$ cat config.mk
export PLATFORM = sky130hd
export DESIGN_NAME = wb_gpio
export DESIGN_NICKNAME = d
export VERILOG_FILES = /design/src/rtl/calsoc_gpio_pkg.sv /design/src/rtl/gpio_sync.sv /design/src/rtl/wb_gpio.sv
export SDC_FILE = /design/constraint.sdc
export NUM_CORES = 1
export LEC_CHECK = 0
export ABC_AREA = 0
export CORE_MARGIN = 3
export CORE_UTILIZATION = 42
export CTS_BUF_LIST = sky130_fd_sc_hd__clkbuf_2
export CTS_CLUSTER_DIAMETER = 50
export CTS_CLUSTER_SIZE = 28
export DETAILED_ROUTE_END_ITERATION = 10
export GPL_TIMING_DRIVEN = 0
export PLACE_DENSITY_LB_ADDON = 0.12
export SETUP_SLACK_MARGIN = 0.4
export SLEW_MARGIN = 20
export SYNTH_ARGS = -nofsm -noshare
export SYNTH_HDL_FRONTEND = slang
export SYNTH_SLANG_ARGS = --single-unit
$ cat constraint.sdc
create_clock -name clk_i -period 2.7 [get_ports clk_i]
set_input_delay 0.405 -clock clk_i [delete_from_list [all_inputs] [get_ports clk_i]]
set_output_delay 0.405 -clock clk_i [all_outputs]
set_load 0.02 [all_outputs]
$ cat src/rtl/calsoc_gpio_pkg.sv
// Shared constants for the Wishbone GPIO block: register indices,
// reset values and crossbar placement.
package calsoc_gpio_pkg;

  typedef logic [3:0] reg_idx_t;

  localparam reg_idx_t REG_IN       = 4'h0;
  localparam reg_idx_t REG_OUT      = 4'h1;
  localparam reg_idx_t REG_DIR      = 4'h2;
  localparam reg_idx_t REG_SET      = 4'h3;
  localparam reg_idx_t REG_CLR      = 4'h4;
  localparam reg_idx_t REG_IRQ_EN   = 4'h5;
  localparam reg_idx_t REG_IRQ_EDGE = 4'h6;
  localparam reg_idx_t REG_PEND     = 4'h7;

  localparam logic [31:0] IRQ_EDGE_RST = 32'hFFFF_FFFF;

  localparam logic [31:0] GPIO_BASE = 32'h0200_0000;
  localparam logic [31:0] GPIO_MASK = 32'hFFFF_FFC0;

  function automatic logic [31:0] sel_mask(
    input logic [3:0] sel
  );
    return {{8{sel[3]}}, {8{sel[2]}},
            {8{sel[1]}}, {8{sel[0]}}};
  endfunction

endpackage

$ cat src/rtl/gpio_sync.sv
// Per-pin 2-flop synchronizer with delayed copy and edge pulses.
// Edge logic only exists when WB_GPIO_IRQ_EN is defined.
module gpio_sync #(
  parameter int N = 16
) (
  input  logic         clk,
  input  logic         rst,
  input  logic [N-1:0] din,
  output logic [N-1:0] sync,
  output logic [N-1:0] rise,
  output logic [N-1:0] fall
);

  logic [N-1:0] meta;

  always_ff @(posedge clk or posedge rst) begin
    if (rst) begin
      meta <= '0;
      sync <= '0;
    end else begin
      meta <= din;
      sync <= meta;
    end
  end

`ifdef WB_GPIO_IRQ_EN
  logic [N-1:0] dly;
  logic [2:0]   arm;

  // Edges are masked until the chain has filled after reset, so pins
  // already high at release do not look like fresh rising edges.
  always_ff @(posedge clk or posedge rst) begin
    if (rst) begin
      dly <= '0;
      arm <= '0;
    end else begin
      dly <= sync;
      arm <= {arm[1:0], 1'b1};
    end
  end

  assign rise = arm[2] ? (sync & ~dly) : '0;
  assign fall = arm[2] ? (~sync & dly) : '0;
`else
  assign rise = '0;
  assign fall = '0;
`endif

endmodule

$ cat src/rtl/wb_gpio.sv
// Wishbone GPIO: IN/OUT/DIR/SET/CLR plus optional edge interrupts
// built when WB_GPIO_IRQ_EN is defined.
module wb_gpio
  import calsoc_gpio_pkg::*;
#(
  parameter int N_PINS = 16
) (
  input  logic              clk_i,
  input  logic              rst_i,
  input  logic              wb_cyc_i,
  input  logic              wb_stb_i,
  input  logic              wb_we_i,
  input  logic [31:0]       wb_adr_i,
  input  logic [31:0]       wb_dat_i,
  input  logic [3:0]        wb_sel_i,
  output logic [31:0]       wb_dat_o,
  output logic              wb_ack_o,
  output logic              wb_err_o,
  output logic              wb_stall_o,
  input  logic [N_PINS-1:0] gpio_i,
  output logic [N_PINS-1:0] gpio_o,
  output logic [N_PINS-1:0] gpio_oe_o,
  output logic              irq_o
);

  logic              req;
  logic              mapped;
  logic              wr;
  reg_idx_t          idx;
  logic [31:0]       bmask;
  logic [N_PINS-1:0] wm;
  logic [N_PINS-1:0] wd;

  assign req    = wb_cyc_i & wb_stb_i;
  assign idx    = reg_idx_t'(wb_adr_i[5:2]);
  assign mapped = ~wb_adr_i[5];
  assign wr     = req & wb_we_i & mapped;
  assign bmask  = sel_mask(wb_sel_i);
  assign wm     = bmask[N_PINS-1:0];
  assign wd     = wb_dat_i[N_PINS-1:0] & wm;

  logic [N_PINS-1:0] pin_s;
  logic [N_PINS-1:0] rise;
  logic [N_PINS-1:0] fall;

  gpio_sync #(.N(N_PINS)) u_sync (
    .clk  (clk_i),
    .rst  (rst_i),
    .din  (gpio_i),
    .sync (pin_s),
    .rise (rise),
    .fall (fall)
  );

  logic [N_PINS-1:0] out_q;
  logic [N_PINS-1:0] dir_q;

  always_ff @(posedge clk_i or posedge rst_i) begin
    if (rst_i) begin
      out_q <= '0;
      dir_q <= '0;
    end else if (wr) begin
      unique case (idx)
        REG_OUT: out_q <= (out_q & ~wm) | wd;
        REG_SET: out_q <= out_q | wd;
        REG_CLR: out_q <= out_q & ~wd;
        REG_DIR: dir_q <= (dir_q & ~wm) | wd;
        default: ;
      endcase
    end
  end

`ifdef WB_GPIO_IRQ_EN
  logic [N_PINS-1:0] en_q;
  logic [N_PINS-1:0] edge_q;
  logic [N_PINS-1:0] pend_q;
  logic [N_PINS-1:0] hit;
  logic [N_PINS-1:0] w1c;

  assign hit = (rise & edge_q) | (fall & ~edge_q);
  assign w1c = (wr && idx == REG_PEND) ? wd : '0;

  // A new edge outranks a same-cycle clear.
  always_ff @(posedge clk_i or posedge rst_i) begin
    if (rst_i) begin
      en_q   <= '0;
      edge_q <= IRQ_EDGE_RST[N_PINS-1:0];
      pend_q <= '0;
    end else begin
      if (wr && idx == REG_IRQ_EN)
        en_q <= (en_q & ~wm) | wd;
      if (wr && idx == REG_IRQ_EDGE)
        edge_q <= (edge_q & ~wm) | wd;
      pend_q <= (pend_q & ~w1c) | hit;
    end
  end

  assign irq_o = |(pend_q & en_q);
`else
  assign irq_o = 1'b0;
`endif

  logic [N_PINS-1:0] rd;
  logic [31:0]       rdata;

  always_comb begin
    rd = '0;
    unique case (idx)
      REG_IN:       rd = pin_s;
      REG_OUT:      rd = out_q;
      REG_DIR:      rd = dir_q;
`ifdef WB_GPIO_IRQ_EN
      REG_IRQ_EN:   rd = en_q;
      REG_IRQ_EDGE: rd = edge_q;
      REG_PEND:     rd = pend_q;
`endif
      default:      rd = '0;
    endcase
    rdata = '0;
    rdata[N_PINS-1:0] = rd;
  end

  logic        ack_q;
  logic        err_q;
  logic [31:0] dat_q;

  always_ff @(posedge clk_i or posedge rst_i) begin
    if (rst_i) begin
      ack_q <= 1'b0;
      err_q <= 1'b0;
      dat_q <= '0;
    end else begin
      ack_q <= req & mapped;
      err_q <= req & ~mapped;
      dat_q <= (req & mapped & ~wb_we_i) ? rdata : '0;
    end
  end

  // A master that abandons the cycle gets no response.
  assign wb_ack_o   = ack_q & wb_cyc_i;
  assign wb_err_o   = err_q & wb_cyc_i;
  assign wb_dat_o   = dat_q;
  assign wb_stall_o = 1'b0;
  assign gpio_o     = out_q;
  assign gpio_oe_o  = dir_q;

  logic unused_bits;
  assign unused_bits = ^{wb_adr_i[31:6], wb_adr_i[1:0],
                         wb_dat_i, bmask, rise, fall};

endmodule

==> results of run 1 <==
-- per-layer routing --
| metal | wire length, um | up-vias |
|---|---|---|
| met2 | 3921 | 71 |
| met3 | 458 | 8 |
| li1 | - | 1109 |
| met5 | 13 | - |
| met4 | 87 | 2 |
| met1 | 3431 | 1160 |
-- cells by family after synthesis --
family | count (synthesis) | synth area share (%)
AOI/OAI and AO/OA | 36 | 9.158
muxes | 32 | 10.68
other | 1 | 0.1111
and+or+nand+nor | 66 | 13.13
buffers and inverters | 31 | 6.117
DFF | 82 | 60.81
-- how the worst min path moves through the flow --
stage                         from  cells after the start             end
detailed placement  u_sync.meta[5]                      0  u_sync.sync[5]
global route           wb_adr_i[5]                      2           ack_q
CTS                    wb_adr_i[5]                      2           ack_q
floorplan           u_sync.meta[0]                      0  u_sync.sync[0]
finish                 wb_adr_i[5]                      2           ack_q
global placement    u_sync.meta[0]                      0  u_sync.sync[0]
-- cell type report --
class / count / area, um^2 / share of cell area [%]
Clock inverter: 7 / 117.6 / 2.498
Clock buffer: 9 / 45.04 / 0.9567
Timing Repair Buffer: 93 / 975.9 / 20.73
Tap cell: 102 / 127.6 / 2.711
Inverter: 1 / 7.507 / 0.1594
Multi-Input combinational cell: 152 / 1180 / 25.06
Sequential cell: 82 / 2052 / 43.58
Buffer: 30 / 202.7 / 4.305
-- worst max-delay path: stages --
cell,delay [ns]
clkdlybuf4s50_1,0.61
and2_1,0.18
clkdlybuf4s50_1,0.61
-- power by group through the flow --
stage	logic, mW	clock network, mW	registers (mW)
after detailed placement	0.717	0	1.48
final	0.714	0.819	1.46
after floorplan	0.261	0	1.58
after global routing	0.769	0.890	1.48
after global placement	0.694	0	1.48
after CTS	0.720	0.839	1.46
-- cells in the final DEF (no fill, tap or decap), types with 2 or more instances in the layout --
cell type	Yosys	routed
a221o_1	16	16
a22oi_1	16	16
and2_1	2	2
and3_1	11	11
and3_2	6	6
and4_1	4	4
buf_16	0	2
buf_2	5	5
buf_4	20	20
bufinv_16	0	3
clkbuf_1	3	3
clkbuf_2	1	10
clkdlybuf4s50_1	0	90
clkinvlp_4	0	3
conb_1	1	18
dfrtp_1	82	82
mux2_2	32	32
nand2_1	2	2
nand3_2	2	2
nor2_1	17	17
nor2b_1	16	16
o21ai_2	2	2
-- through the flow --
stage / setup slack (ns) / utilization (%) / area (um^2)
after CTS: 0.5070 / 60.62 / 4708
after floorplan: 1.167 / - / 3442
after global routing: 0.4487 / 60.62 / 4708
after detailed placement: 0.3189 / 58.52 / 4546
after global placement: 0.3332 / 57.55 / 4471
final: 0.4929 / 60.62 / 4708
==> results.json, run 1 <==
{
  "outcome": "completed",
  "yosys_warnings": 0,
  "dr.pass1.iters": 4,
  "via_count": 2350,
  "grt_busiest_layer": "met2",
  "intPower_mw": 2.143,
  "globalplace.congestion": 0.7512,
  "crit_fanout": 8,
  "p_sw_mw": 0.8493,
  "maxSlewHeadroom_pct": 53.96,
  "port_buffers": 90,
  "worstMarginPinSlew_ns": 0.6906,
  "grt_pass1_vias": 2423,
  "cts_tree": "built",
  "nFillCells": 668,
  "yosys.area.top_type": "dfrtp_1",
  "initial_utilization_pct": 43.44,
  "ys_seq_elements": 82,
  "tns_ns": 0,
  "clock_power_share_pct": 27.4,
  "drv_slew": 0,
  "synth-main-ff-cell": "dfrtp_1",
  "postRouteAntennaNets": 0,
  "hold_slack_ns": 0.1473,
  "cellLeakagePower_nw": 2.081,
  "dp.cells": 460,
  "syn_inst": 248,
  "use_met2_pct": 30.46,
  "io_pins": 157,
  "die-area_um2": 9146,
  "clk_latency_ns": 0.52,
  "crit_required_ns": 2.30,
  "coreArea_um2": 7767,
  "fmax_ghz": 0.4531,
  "period_share_pct": 81.75,
  "avgSynthCellArea_um2": 13.61,
  "async_flop_share_pct": 100.0,
  "syn_to_final_growth_pct": 39.53,
  "fin_worst_skew_ns": 0.03215,
  "cts_hold_buf": 0,
  "use_met1_pct": 23.75,
  "viasPerCell": 4.937,
  "grt_pass1_wl_um": 12530,
  "use_met3_pct": 4.893,
  "setup_violations": 0,
  "period_needed_ns": 2.207,
  "crit_path_start": "wb_cyc_i",
  "cp-start-kind": "primary input",
  "hold_viol": 0,
  "cts_buffer_depth": 2,
  "p_seq_share_pct": 48.8,
  "peakVddDrop_mv": 0.3408,
  "rsz0062_at_grt": "no",
  "cts.repair.resized": 0,
  "cts_buffers": 9,
  "clk_pin_slew_ns": 0.19,
  "cap_violations": 0,
  "critical_path_class": "in -> out",
  "r2r_cells": 3,
  "final_nets": 458,
  "critPathCaptureType": "output port",
  "worstPathArrival_ns": 1.80,
  "die_x_um": 95.64,
  "antenna_found_initial": 1,
  "combinationalPowerShare_pct": 23.8,
  "drive_above_1_share_pct": 24.60,
  "stdcell_count": 476,
  "clock-sinks": 82,
  "synth_area_um2": 3374,
  "root_buffer": "clkbuf_2",
  "reg2reg_to": "wb_dat_o[14]",
  "synth-edff-count": 0,
  "drc": 0,
  "critPathCapture": "wb_ack_o",
  "p_sw_share_pct": 28.39,
  "die_y_um": 95.64,
  "power_density_nw_per_um2": 635.4,
  "r2r_slack_ns": 1.66,
  "synth_top_cell_area_share_pct": 60.81,
  "yosys-top-cells-count": "dfrtp_1, mux2_2, buf_4",
  "synthTopCellsByArea": "dfrtp_1, mux2_2, a221o_1",
  "htree_num_levels": 3,
  "postCtsSetupRepairBufs": 0,
  "min_path_type": "in -> reg",
  "drt-total-wl_um": 7912,
  "fp-row-count": 32,
  "ys_types": 28,
  "overflow": 0,
  "power_mw": 2.992,
  "track_usage_pct": 18.66,
  "wire_per_inst_um": 16.62,
  "ys_seq_area_share_pct": 60.81,
  "drtIter0Drc": 98,
  "insertedDiodeCount": 0,
  "grt_max_degree": 30,
  "hpwl_um": 5639,
  "yosysMostFrequentCell": "dfrtp_1"
}
Power figures use the tool's default switching activity.
==> inputs of run 2 (changes only) <==
==> constraint.sdc (replaced) <==
create_clock -name clk_i -period 2.1 [get_ports clk_i]
set_input_delay 0.315 -clock clk_i [delete_from_list [all_inputs] [get_ports clk_i]]
set_output_delay 0.315 -clock clk_i [all_outputs]
set_load 0.02 [all_outputs]
==> run 2 against run 1 <==
Cell count up 2.3%. Non-clock buffer count rose by 11. Combinational power rose by 22%. Critical path type is now in -> reg. Largest cell class unchanged. Highest routed layer is now met4.
==> results.json, run 2 (synthesized netlist as in run 1, its figures left out) <==
{
  "clk_latency_ns": 0.51,
  "period_share_pct": 77.91,
  "cap_violations": 0,
  "port_buffers": 90,
  "drc": 0,
  "track_usage_pct": 18.58,
  "syn_to_final_growth_pct": 39.90,
  "p_seq_share_pct": 49.3,
  "cp_cell_sequence": "clkdlybuf4s50_1 -> buf_2 -> nor4b_4 -> buf_4 -> a22oi_1 -> nor2_1",
  "use_met3_pct": 4.578,
  "die_y_um": 95.64,
  "crit_path_top_delay_cell": "nor4b_4",
  "globalplace.congestion": 0.7512,
  "coreArea_um2": 7767,
  "postRouteAntennaNets": 0,
  "drv_slew": 0,
  "setup_violations": 0,
  "die_x_um": 95.64,
  "cts_tree": "built",
  "cpPeakStageDelay_ns": 0.55,
  "hpwl_um": 5639,
  "htree_num_levels": 3,
  "hold_viol": 0,
  "grt_max_degree": 30,
  "grt_pass1_wl_um": 12480,
  "die-area_um2": 9146,
  "dpl_worst_slack_ns": -0.1911,
  "combinationalPowerShare_pct": 22.9,
  "clock-sinks": 82,
  "p_sw_share_pct": 28.92,
  "cp-start-kind": "primary input",
  "grt_pass1_vias": 2413,
  "postLayoutCellArea_um2": 4721,
  "io_pins": 157,
  "r2r_cells": 3,
  "fin_worst_skew_ns": 0.03117,
  "crit_required_ns": 2.54,
  "antenna_found_initial": 0,
  "peakVddDrop_mv": 0.4463,
  "clock_power_share_pct": 27.8,
  "clk_pin_slew_ns": 0.24,
  "overflow": 0,
  "drt-total-wl_um": 7948,
  "maxSlewHeadroom_pct": 63.66,
  "cellLeakagePower_nw": 2.285,
  "r2r_slack_ns": 1.01,
  "setup_slack_ns": 0.4640,
  "grt_busiest_layer": "met2",
  "cts_buffer_depth": 2,
  "use_met1_pct": 23.70,
  "via_count": 2397,
  "use_met2_pct": 30.46,
  "p_sw_mw": 1.098,
  "dp.cells": 460,
  "root_buffer": "clkbuf_2",
  "hold_slack_ns": 0.1263,
  "final_common_cell": "dfrtp_1",
  "intPower_mw": 2.698,
  "tns_ns": 0,
  "critPathCaptureType": "register",
  "drtIter0Drc": 106,
  "wire_per_inst_um": 16.32,
  "power_density_nw_per_um2": 804.0,
  "critical_path_class": "in -> reg",
  "final_nets": 469,
  "worstPathArrival_ns": 2.08,
  "period_needed_ns": 1.636,
  "outcome": "completed",
  "rsz0062_at_grt": "no",
  "min_path_type": "in -> async",
  "final_cell_mix": "dfrtp_1, clkdlybuf4s50_1, dlygate4sd2_1",
  "worstMarginPinSlew_ns": 0.5429,
  "dr.pass1.iters": 4,
  "stdcell_count": 487,
  "fmax_ghz": 0.6112,
  "viasPerCell": 4.922,
  "crit_fanout": 10,
  "r2r-start": "gpio_o[0]",
  "insertedDiodeCount": 0,
  "drive_above_1_share_pct": 29.61,
  "dpl_cell_area_um2": 4546,
  "reg2reg_to": "gpio_o[0]",
  "fp-row-count": 32,
  "initial_utilization_pct": 43.44,
  "cts_buffers": 9
}
run 2: cell types whose count changed in the layout (fill, tap and decap cells not counted):
cell / previous run / this run
clkdlybuf4s50_1: 90 / 39
dlygate4sd2_1: 0 / 36
clkbuf_2: 10 / 21
buf_4: 20 / 30
clkdlybuf4s15_1: 0 / 7
clkbuf_1: 3 / 0
buf_2: 5 / 4
clkbuf_4: 0 / 1
dlygate4sd3_1: 0 / 1
o22ai_1: 1 / 0
o22ai_2: 0 / 1
run 2: metal layers:
| layer | vias to the layer above | part of all wire, % |
|---|---|---|
| met5 | - | 0 |
| met4 | 0 | 1.4 |
| met3 | 10 | 6.1 |
| met2 | 84 | 49 |
| met1 | 1167 | 44 |
| li1 | 1136 | - |
run 2: worst max-delay path: cells and delay by family:
kind / cells / cell delay (ns)
buf+inv: 3 / 1.01
simple gates: 2 / 0.65
compound gates: 1 / 0.10
run 2: layout make-up:
class	count	area [um^2]
buffer	30	209.0
clock buffer	9	45.04
clock inverter	7	117.6
fill	665	3047
inverter	1	7.507
multi-input combinational	152	1186
sequential	82	2052
tap	102	127.6
timing repair buffer	104	975.9
run 2: timing repair:
action / CTS / global route
pin swaps: 0 / 2
buffers inserted: 0 / 10
resized for setup: 52 / 30
endpoints found under the setup margin: 50 / 58
endpoints found under the hold margin: 0 / 1
hold buffers: 0 / 1
run 2: worst max-delay path by stage:
stage | startpoint | to
finish | wb_adr_i[3] | wb_dat_o[13]
global route | wb_adr_i[3] | wb_dat_o[5]
CTS | ack_q | wb_ack_o
detailed placement | wb_cyc_i | gpio_o[2]
global placement | wb_cyc_i | gpio_o[3]
floorplan | wb_adr_i[4] | gpio_o[8]
run 2: power by group through the flow:
stage	clock network, mW	registers [mW]	logic (mW)
global placement	0	1.90	0.893
CTS	1.08	1.87	0.832
finish	1.05	1.87	0.870
detailed placement	0	1.91	0.922
floorplan	0	2.03	0.336
global route	1.14	1.90	0.945
run 2: per-stage QoR:
stage | utilization [%] | total power, mW
after floorplan | - | 2.370
after global placement | 57.55 | 2.796
after detailed placement | 58.52 | 2.830
after CTS | 59.81 | 3.784
after global routing | 60.78 | 3.988
final | 60.78 | 3.795
